==> config.mk <==
export PLATFORM = sky130hd
export DESIGN_NAME = burst_cw_serializer_flat
export DESIGN_NICKNAME = d
export VERILOG_FILES = /design/src/rtl/burst_code_pkg.sv /design/src/rtl/burst_cw_serializer_if.sv /design/src/rtl/burst_cw_serializer_injector.sv /design/src/rtl/burst_cw_serializer.sv /design/src/flat_wrapper.sv
export SDC_FILE = /design/constraint.sdc
export NUM_CORES = 1
export LEC_CHECK = 0
export CORE_UTILIZATION = 44
export CTS_CLUSTER_DIAMETER = 200
export DETAILED_ROUTE_END_ITERATION = 7
export GPL_TIMING_DRIVEN = 0
export PLACE_DENSITY = 0.76
export SETUP_SLACK_MARGIN = 0.5
export SYNTH_ARGS = -nofsm -noshare
export SYNTH_HDL_FRONTEND = slang
export SYNTH_SLANG_ARGS = --single-unit
==> constraint.sdc <==
create_clock -name clk -period 3.2 [get_ports clk]
set_input_delay 0.8 -clock clk [delete_from_list [all_inputs] [get_ports clk]]
set_output_delay 0.8 -clock clk [all_outputs]
set_load 0.005 [all_outputs]
==> src/rtl/burst_code_pkg.sv <==
// Shared definitions for the (41,32) burst-3 code family:
// codeword and message types, code dimensions, and the serializer state type.
package burst_code_pkg;

    localparam int N         = 41;  // codeword length
    localparam int K         = 32;  // message length
    localparam int R         = 9;   // parity length
    localparam int BURST_LEN = 3;   // longest correctable burst
    localparam int CNT_W     = 6;   // bit-counter width, 2**CNT_W >= N

    typedef logic [0:N-1]       cw_t;    // {m[0:31], p[0:8]}, index 0 is sent first
    typedef logic [0:K-1]       msg_t;
    typedef logic [CNT_W-1:0]   cnt_t;
    typedef logic [BURST_LEN-1:0] burst_t;

    typedef enum logic {
        IDLE,
        SHIFT
    } state_t;

    localparam cnt_t LAST_BIT = cnt_t'(N - 1);

endpackage

==> src/rtl/burst_cw_serializer_if.sv <==
// Codeword-in / bit-out bus of burst_cw_serializer.
// master: upstream/downstream environment; slave: the serializer itself.
// The inj_* signals exist only when BURST_INJECT_EN is defined.
interface burst_cw_serializer_if;
    import burst_code_pkg::*;

    logic   cw_valid;
    logic   cw_ready;
    cw_t    cw;
    logic   ser_valid;
    logic   ser_ready;
    logic   ser_bit;
    logic   ser_sof;
    logic   ser_eof;
`ifdef BURST_INJECT_EN
    logic   inj_arm;
    cnt_t   inj_pos;
    burst_t inj_mask;

    modport master (
        output cw_valid, cw, ser_ready, inj_arm, inj_pos, inj_mask,
        input  cw_ready, ser_valid, ser_bit, ser_sof, ser_eof
    );

    modport slave (
        input  cw_valid, cw, ser_ready, inj_arm, inj_pos, inj_mask,
        output cw_ready, ser_valid, ser_bit, ser_sof, ser_eof
    );
`else
    modport master (
        output cw_valid, cw, ser_ready,
        input  cw_ready, ser_valid, ser_bit, ser_sof, ser_eof
    );

    modport slave (
        input  cw_valid, cw, ser_ready,
        output cw_ready, ser_valid, ser_bit, ser_sof, ser_eof
    );
`endif

endinterface

==> src/rtl/burst_cw_serializer_injector.sv <==
// burst_injector: combinational burst-error mask generator.
// Flags the current bit for inversion when cnt lies in pos..pos+BURST_LEN-1
// and the matching mask bit is set (mask bit0 -> pos). Bits past N-1 never
// occur because the counter stops at N-1, so the burst clips naturally;
// pos >= N therefore injects nothing.
module burst_injector
    import burst_code_pkg::*;
(
    input  cnt_t   cnt,
    input  cnt_t   pos,
    input  burst_t mask,
    output logic   flip
);

    cnt_t offset;

    // Offset of the current bit inside the burst window and the selected mask bit
    always_comb begin
        offset = cnt - pos;
        flip   = 1'b0;
        if (cnt >= pos) begin
            case (offset)
                cnt_t'(0): flip = mask[0];
                cnt_t'(1): flip = mask[1];
                cnt_t'(2): flip = mask[2];
                default:   flip = 1'b0;
            endcase
        end
    end

endmodule

==> src/rtl/burst_cw_serializer.sv <==
// burst_cw_serializer: accepts one 41-bit codeword per valid/ready handshake
// and shifts it out one bit per downstream beat, c[0] first, with sof/eof
// flags and backpressure. The last beat of a frame may coincide with the next
// accept, giving gap-free back-to-back frames.
// Optional macro BURST_INJECT_EN adds a per-frame burst-error injector
// (inj_arm/inj_pos/inj_mask sampled at accept).
module burst_cw_serializer
    import burst_code_pkg::*;
(
    input  logic                  clk,
    input  logic                  rst,
    burst_cw_serializer_if.slave  bus
);

    state_t state;
    state_t state_next;
    cnt_t   cnt;
    cnt_t   cnt_next;
    cw_t    hold;
    logic   load;
    logic   frame_end;
    logic   last;
    logic   flip;

    logic   cw_ready;
    logic   ser_valid;
    logic   ser_bit;
    logic   ser_sof;
    logic   ser_eof;

`ifdef BURST_INJECT_EN
    logic   armed;
    cnt_t   inj_pos;
    burst_t inj_mask;
    logic   flip_raw;

    burst_injector u_injector (
        .cnt  (cnt),
        .pos  (inj_pos),
        .mask (inj_mask),
        .flip (flip_raw)
    );

    assign flip = armed & flip_raw;

    // Injection settings are captured with the codeword; the arm drops after eof
    always_ff @(posedge clk) begin
        if (rst) begin
            armed <= 1'b0;
        end else if (load) begin
            armed    <= bus.inj_arm;
            inj_pos  <= bus.inj_pos;
            inj_mask <= bus.inj_mask;
        end else if (frame_end) begin
            armed <= 1'b0;
        end
    end
`else
    assign flip = 1'b0;
`endif

    // State and bit-counter register; rst takes priority over any accept
    // NOTE: registers are updated with <= so every flop samples pre-edge values.
    always_ff @(posedge clk) begin
        if (rst) begin
            state <= IDLE;
            cnt   <= '0;
        end else begin
            state <= state_next;
            cnt   <= cnt_next;
        end
    end

    // Codeword holding register, written only on accept
    // NOTE: hold is pure datapath behind the state gating, so it carries no reset.
    always_ff @(posedge clk) begin
        if (load) begin
            hold <= bus.cw;
        end
    end

    // Next-state, counter and output decode
    // NOTE: every signal gets a default first so no path leaves one unassigned (no latches).
    always_comb begin
        state_next = state;
        cnt_next   = cnt;
        load       = 1'b0;
        frame_end  = 1'b0;
        cw_ready   = 1'b0;
        ser_valid  = 1'b0;
        ser_bit    = 1'b0;
        ser_sof    = 1'b0;
        ser_eof    = 1'b0;
        last       = (cnt == LAST_BIT);

        unique case (state)
            IDLE: begin
                cw_ready = 1'b1;
                if (bus.cw_valid) begin
                    load       = 1'b1;
                    cnt_next   = '0;
                    state_next = SHIFT;
                end
            end
            SHIFT: begin
                ser_valid = 1'b1;
                ser_bit   = hold[cnt] ^ flip;
                ser_sof   = (cnt == '0);
                ser_eof   = last;
                cw_ready  = bus.ser_ready & last;
                if (bus.ser_ready) begin
                    if (last) begin
                        frame_end = 1'b1;
                        cnt_next  = '0;
                        if (bus.cw_valid) begin
                            load = 1'b1;
                        end else begin
                            state_next = IDLE;
                        end
                    end else begin
                        cnt_next = cnt + cnt_t'(1);
                    end
                end
            end
            default: begin
                state_next = IDLE;
            end
        endcase
    end

    assign bus.cw_ready  = cw_ready;
    assign bus.ser_valid = ser_valid;
    assign bus.ser_bit   = ser_bit;
    assign bus.ser_sof   = ser_sof;
    assign bus.ser_eof   = ser_eof;

endmodule

==> src/flat_wrapper.sv <==
// flat-port wrapper written by rule: the top's interface ports become plain ports
module burst_cw_serializer_flat import burst_code_pkg::*;
  (clk, rst, bus_cw_valid, bus_cw, bus_ser_ready, bus_cw_ready, bus_ser_valid, bus_ser_bit, bus_ser_sof, bus_ser_eof);
  burst_cw_serializer_if bus_i ();
  input  logic clk;
  input  logic rst;
  input wire logic [$bits(bus_i.cw_valid)-1:0] bus_cw_valid;
  input wire logic [$bits(bus_i.cw)-1:0] bus_cw;
  input wire logic [$bits(bus_i.ser_ready)-1:0] bus_ser_ready;
  output wire logic [$bits(bus_i.cw_ready)-1:0] bus_cw_ready;
  output wire logic [$bits(bus_i.ser_valid)-1:0] bus_ser_valid;
  output wire logic [$bits(bus_i.ser_bit)-1:0] bus_ser_bit;
  output wire logic [$bits(bus_i.ser_sof)-1:0] bus_ser_sof;
  output wire logic [$bits(bus_i.ser_eof)-1:0] bus_ser_eof;
  assign bus_i.cw_valid = bus_cw_valid;
  assign bus_i.cw = bus_cw;
  assign bus_i.ser_ready = bus_ser_ready;
  assign bus_cw_ready = bus_i.cw_ready;
  assign bus_ser_valid = bus_i.ser_valid;
  assign bus_ser_bit = bus_i.ser_bit;
  assign bus_ser_sof = bus_i.ser_sof;
  assign bus_ser_eof = bus_i.ser_eof;
  burst_cw_serializer u_core (.clk(clk), .rst(rst), .bus(bus_i));
endmodule
* After elaboration in Yosys (flattened, before gate mapping)
Index checks and enable logic that the tools add are counted.
W data, S select, Z words.
** Word-level totals
- Bits in registers :: 48
- Latch bits :: 0
- Memory bits (writable) :: 0
- Bits in read-only memories :: 0
- Input port bits :: 45
- Memories kept :: 0
** Cells by class
- Add/subtract/negate cells :: 1
- Multiply operators :: 0
- Div/mod/pow operators :: 0
- $lt $le $gt $ge :: 1
- Equality and inequality tests :: 3
- Shifts and indexed selects :: 0
- Mux-type cells :: 19
- Bitwise gates (word level) :: 3
- Reduce and logical (&&, ||, !) cells :: 2
** Operator list (count)
- $mux W6 :: 3
- $pmux W6 S2 :: 1
- $mux W1 :: 11
- $ge A7 B7 Y1 const B :: 1
- $not A6 Y7 :: 1
- $add A6 B1 Y6 const B :: 1
- $bmux W1 S6 :: 1
- $eq A6 B6 Y1 const B :: 1
- $logic_not A6 Y1 :: 1
- $pmux W1 S2 :: 3
- $ne A2 B2 Y1 const B :: 2
- $reduce_and A2 Y1 :: 1
- $and A1 B1 Y1 :: 1
- $not A1 Y1 :: 1

* Logic depth before layout (Yosys ltp)
- Depth in word-level cells :: 5
- Depth in mapped cells :: 8
- Gate-level depth less buffers :: 6

* Least setup slack after synthesis
Ideal clock, no wire load.
- Path type :: register -> register
- Start :: register u_core.cnt[0]
- End :: register u_core.hold[0], enable pin
- Data arrival time :: 2.859 ns
- Data required time :: 2.760 ns
- Slack :: -0.099 ns
- Stages on the path, launching flop included :: 8
- Buffers on the path :: 2
- Period minus slack after synthesis :: 3.299 ns
- Cell sequence :: dfxtp_1 -> buf_6 -> buf_12 -> inv_1 -> ha_1 -> nand4_1 -> o21a_1 -> nor2_1
** Between the ends
- Word-level cells in the longest chain between the ends :: 4
** Ends and longest elaborated chain
- start: declaration :: RTL line burst_cw_serializer.sv:17 : cnt_t cnt;
- start signal: assignment :: RTL line burst_cw_serializer.sv:70 : cnt <= cnt_next;
- $eq A6 B6 Y1 :: RTL line burst_cw_serializer.sv:94 : last = (cnt == LAST_BIT);
- $mux W1 :: RTL line burst_cw_serializer.sv:112 : if (last) begin
- $mux W1 :: RTL line burst_cw_serializer.sv:111 : if (bus.ser_ready) begin
- $pmux W1 S2 :: RTL line burst_cw_serializer.sv:96 : unique case (state)
- named net u_core.load :: RTL line burst_cw_serializer.sv:20 : logic load;
- end signal: assignment :: RTL line burst_cw_serializer.sv:78 : hold <= bus.cw;
- end: declaration :: RTL line burst_cw_serializer.sv:19 : cw_t hold;
The timed path passes the listed nets, and every way through them passes these cells.
A chain may end at the register's enable or synchronous reset.

* Worst setup path after layout
- Start :: register u_core.cnt[0]
- End :: output bus_ser_bit
** Between the ends
- Word-level cells in the longest chain between the ends :: 5
** Ends and longest elaborated chain
- $not A6 Y7 (implied by the code) :: RTL line burst_cw_serializer.sv:107 : ser_bit = hold[cnt] ^ flip;
- $bmux W1 S6 :: RTL line burst_cw_serializer.sv:107
- $mux W1 (implied by the code) (2 in series) :: RTL line burst_cw_serializer.sv:107
- $mux W1 :: RTL line burst_cw_serializer.sv:96
- end: declaration :: RTL line flat_wrapper.sv:12 : output wire logic [$bits(bus_i.ser_bit)-1:0] bus_ser_bit;
Every way passes these cells. The select of a mux whose other input is x is not followed.

==> results.md <==
- The placement-stage cell area is 0.00263 mm^2.
- The peak fanout along the critical path is 7.
- Detailed routing placed a total of 220 um of wire on met3.
- IR analysis of the VDD net gives a maximum drop of 352 uV.
- Setup violations remaining at the end of the flow were counted as 0.
- The starting density of the core is 46.3%.
- The die covers 0.00492 mm^2.
- The via count of the first global-routing pass is 1382.
- The synthesized area divided by synthesized cell count is 16.3 um^2.
- The number of clock buffers inserted by TritonCTS is 5.
- In the global route stage, overall resource usage came out at 17.1%.
- On the worst path, the slowest cell contributes a delay of 0.49 ns.
- The flop-to-flop setup slack is 0.99 ns.
- Of all cell types, the one taking the most synthesized area is edfxtp_1.
- The number of cells traversed by the worst register-to-register path is 9.
- The critical path arrival is 1.92 ns.
- During placement, the flow inserted port buffers numbering 49.
- The number of antenna violations at the first check in global routing is 0.
- Sorting the synthesized cells by area gives the leading types as edfxtp_1 60%, dfxtp_1 6.9%, mux4_2 5.5%.
- The run finished with clean final reports.
- TritonCTS built the clock tree.
- The top-level I/O count is 50.
- The final instance area is 0.00276 mm^2.
- In this run the critical register-to-register path is launched from u_core.cnt[0]$_SDFFE_PP0P_.
- The total iterations of the first detailed-routing run is 5.
- In the final routed layout, each cell accounts on average for 16.3 um.
- The critical path goes through buf_6 -> buf_12 -> mux4_2 -> mux2i_1 -> o21ai_1 -> nand4_1 -> o31ai_1 -> clkbuf_2.
- The count of H-tree levels built during CTS is 2.
- Setup repair after global routing could not meet its margin everywhere.
- Of the post-synthesis cell area, the dominant cell type holds 60.3%.
- The ratio of total power to cell area is 461 mW/mm^2.
- The number of hold violations in the final report is 0.
- The number of different library cells in the post-synthesis netlist is 40.
- On the critical path, the stage with the largest delay is an instance of mux4_2.
- For hold timing, the worst endpoint is u_core.cnt[5]$_SDFFE_PP0P_.
- In the synthesized netlist the dominant register cell turns out to be edfxtp_1.
- The share of flip-flops with an asynchronous set or reset after synthesis is 0%.
- The class of the most critical setup path is reg -> out.
- The horizontal die dimension is 70.1 um.
- The required time at the worst-slack endpoint is 2.40 ns.
- The global-route wire length before repair is 6410 um.
- The routed length on met2 is 2000 um.
- The highest signal layer in the routed design is met4.
- The placeable core region is 0.00441 mm^2.
- The number of nets in the synthesized netlist is 172.
- The number of antenna diodes in the final layout is 0.
- The relative area change from synthesis to final layout is 35.4%.
- The final period utilization is 85.1%.
- The tree is rooted in a clkbuf_8.
- The count of antenna-violating nets left after detailed routing is 0.
- The post-synth design cell area is 0.00204 mm^2.
- Using the TritonRoute via totals, the vias-per-cell ratio works out to 5.59.
- Entering global routing, the biggest net connects 34 pins.
- The total of flip-flops plus latches after synthesis is 48.
- The number of pins exceeding their max-slew limit in the final report is 0.
- The fmax is 0.367 GHz.
- The path category of the worst min-delay check is reg -> reg.
- The maximum clock insertion buffer count is 2.
- Routability-driven placement finished with a final weighted congestion of 0.837.
- The startpoint identified for the worst hold timing path is u_core.cnt[5]$_SDFFE_PP0P_.
- The HPWL after detailed placement is 2850 um.
- After clock tree synthesis, the clock-pin slew on the worst setup and hold paths is 0.08 ns.
- The clock skew is 0.00644 ns.
- The tool flagged a number of max-cap violations equal to 0.
- Clock latency on the worst-skew pair, taken at its later pin, is 0.29 ns.
- The number of rows created at floorplan is 24.
- The number of instances in the synthesized netlist is 125.
- For the pin with the worst max-slew slack, the measured transition is 0.456 ns.
- The met1 wire length is 1560 um.
- Summed over all cells, the static leakage comes to 0.963 nW.
- For this run, the register share of the synthesized area comes to 67.2%.
- The critical path contains buffers and inverters numbering 3 combined.
- In this run the critical register-to-register path is captured at u_core.hold[28]$_DFFE_PP_.
- The type of destination of the critical path is a primary output.
- The synthesized design contains 41 enable-type register cells.
- Summed over all layers, the routed wires come to 3890 um.
- Counting every sink on the clock net gives 48.
- The leftover overflow at the end of global routing is 0.
- The detailed router finished its first iteration with 80 violations.
- The kind of cell with the highest combined delay along the critical path is multiplexers.
- The net total in the final layout is 232.
- Measured against its own limit, the worst slew margin works out to 69.6%.
- In this run the worst setup path begins at u_core.cnt[0]$_SDFFE_PP0P_.
- The number of hold buffers added after CTS was 0.
- The number of warnings printed during yosys synthesis is 0.
- After layout, the minimum clock period comes to 2.72 ns.
- On the final layout, the worst hold slack is 0.587 ns.
- The cell depth of the worst hold path is 1.
- In the routed design, unresolved DRC markers number 0.
- The die height is 70.1 um.
- In the final layout, the share of cells above drive strength 1 is 18.3%.
- For this block, the via count after detailed routing is 1331.
- The sort of element at the start of the critical path is a flip-flop.
==> cells in the final DEF, fill, tap and decap left out, types with 2 or more instances in the layout <==
cell type	count
a21oi_1	5
a311oi_1	3
buf_12	2
buf_4	5
clkbuf_8	5
clkdlybuf4s50_1	45
dfxtp_1	5
dfxtp_2	2
dlygate4sd2_1	2
edfxtp_1	41
inv_1	6
mux2i_1	3
mux4_1	3
mux4_2	5
nand2_1	10
nand3_1	2
nand4_1	3
nor2_1	3
o21ai_1	3
==> final cells by class <==
type,count,area (um^2)
sequential,48,1370
timing repair buffer,53,528
inverter,7,26.3
clock buffer,6,72.6
tap,52,65.1
buffer,4,46.3
clock inverter,2,35.0
fill,323,1650
multi-input combinational,66,617
==> registers in the layout (all words and copies together) (netlist names) <==
signal        count
u_core.cnt        6
u_core.hold      41
u_core.state      1
==> cells in the mapped netlist, types with 3 or more instances <==
master and instances:
inv_1 6, a311oi_1 3, edfxtp_1 41, nor2_1 4, mux2i_1 3, mux4_2 5
dfxtp_1 7, a21oi_1 5, mux4_1 3, nand4_1 3, o21ai_1 3, nand2_1 10
==> stage by stage <==
stage	power [mW]	setup TNS [ns]	setup slack, ns	utilization [%]	instances
5_1_grt	1.32	0	0.373	62.6	238
4_1_cts	1.28	0	0.356	62.4	238
6_report	1.27	0	0.477	62.6	238
3_3_place_gp	0.859	-4.19	-0.105	58.9	226
2_1_floorplan	0.787	0	0.588	-	125
3_5_place_dp	0.868	0	0.289	59.5	227
==> how the worst max path moves through the flow <==
stage	slack, ns	depth (start not counted)	endpoint
2_1_floorplan	0.59	7	u_core.hold[0]$_DFFE_PP_
3_3_place_gp	-0.11	4	u_core.hold[20]$_DFFE_PP_
3_5_place_dp	0.29	5	bus_cw_ready
4_1_cts	0.36	7	bus_ser_sof
5_1_grt	0.37	8	bus_ser_bit
6_report	0.48	8	bus_ser_bit
==> per-layer routing <==
layer	GRT usage (%)	vias up
met4	8.00	0
met2	28.8	54
met1	19.8	652
met5	0	-
li1	-	614
met3	5.48	11
==> logic make-up (layout without fill, tap and decap cells) <==
logic type / count (synthesis) / after routing / synth area share (%)
buf+inv: 11 / 72 / 3.55
mux: 13 / 13 / 11.9
flops: 48 / 48 / 67.2
compound gates: 24 / 24 / 9.13
simple gates: 27 / 27 / 6.99
fa+ha+maj: 2 / 2 / 1.23
==> worst register-to-register path, cell delays in order (launching register included) <==
cell and delay, ns:
dfxtp_2 0.33, buf_6 0.14, buf_12 0.14, inv_1 0.07, ha_2 0.19, nand4_1 0.12, o21a_1 0.22, buf_4 0.14
nor2_4 0.28, buf_12 0.25
==> power by group <==
part / total, mW / internal (mW) / switching, mW
Combinational: 0.132 / 0.0829 / 0.0489
Clock: 0.419 / 0.232 / 0.187
Sequential: 0.724 / 0.715 / 0.00899
Total: 1.27 / 1.03 / 0.245
==> repair_timing <==
action | in CTS | in global routing
endpoints found under the setup margin | 4 | 3
gates resized for setup | 6 | 5
setup buffers | 3 | 0
pin swaps | 3 | 0
gates cloned | 0 | 0
Note: power is estimated with default switching activity, not from simulation.
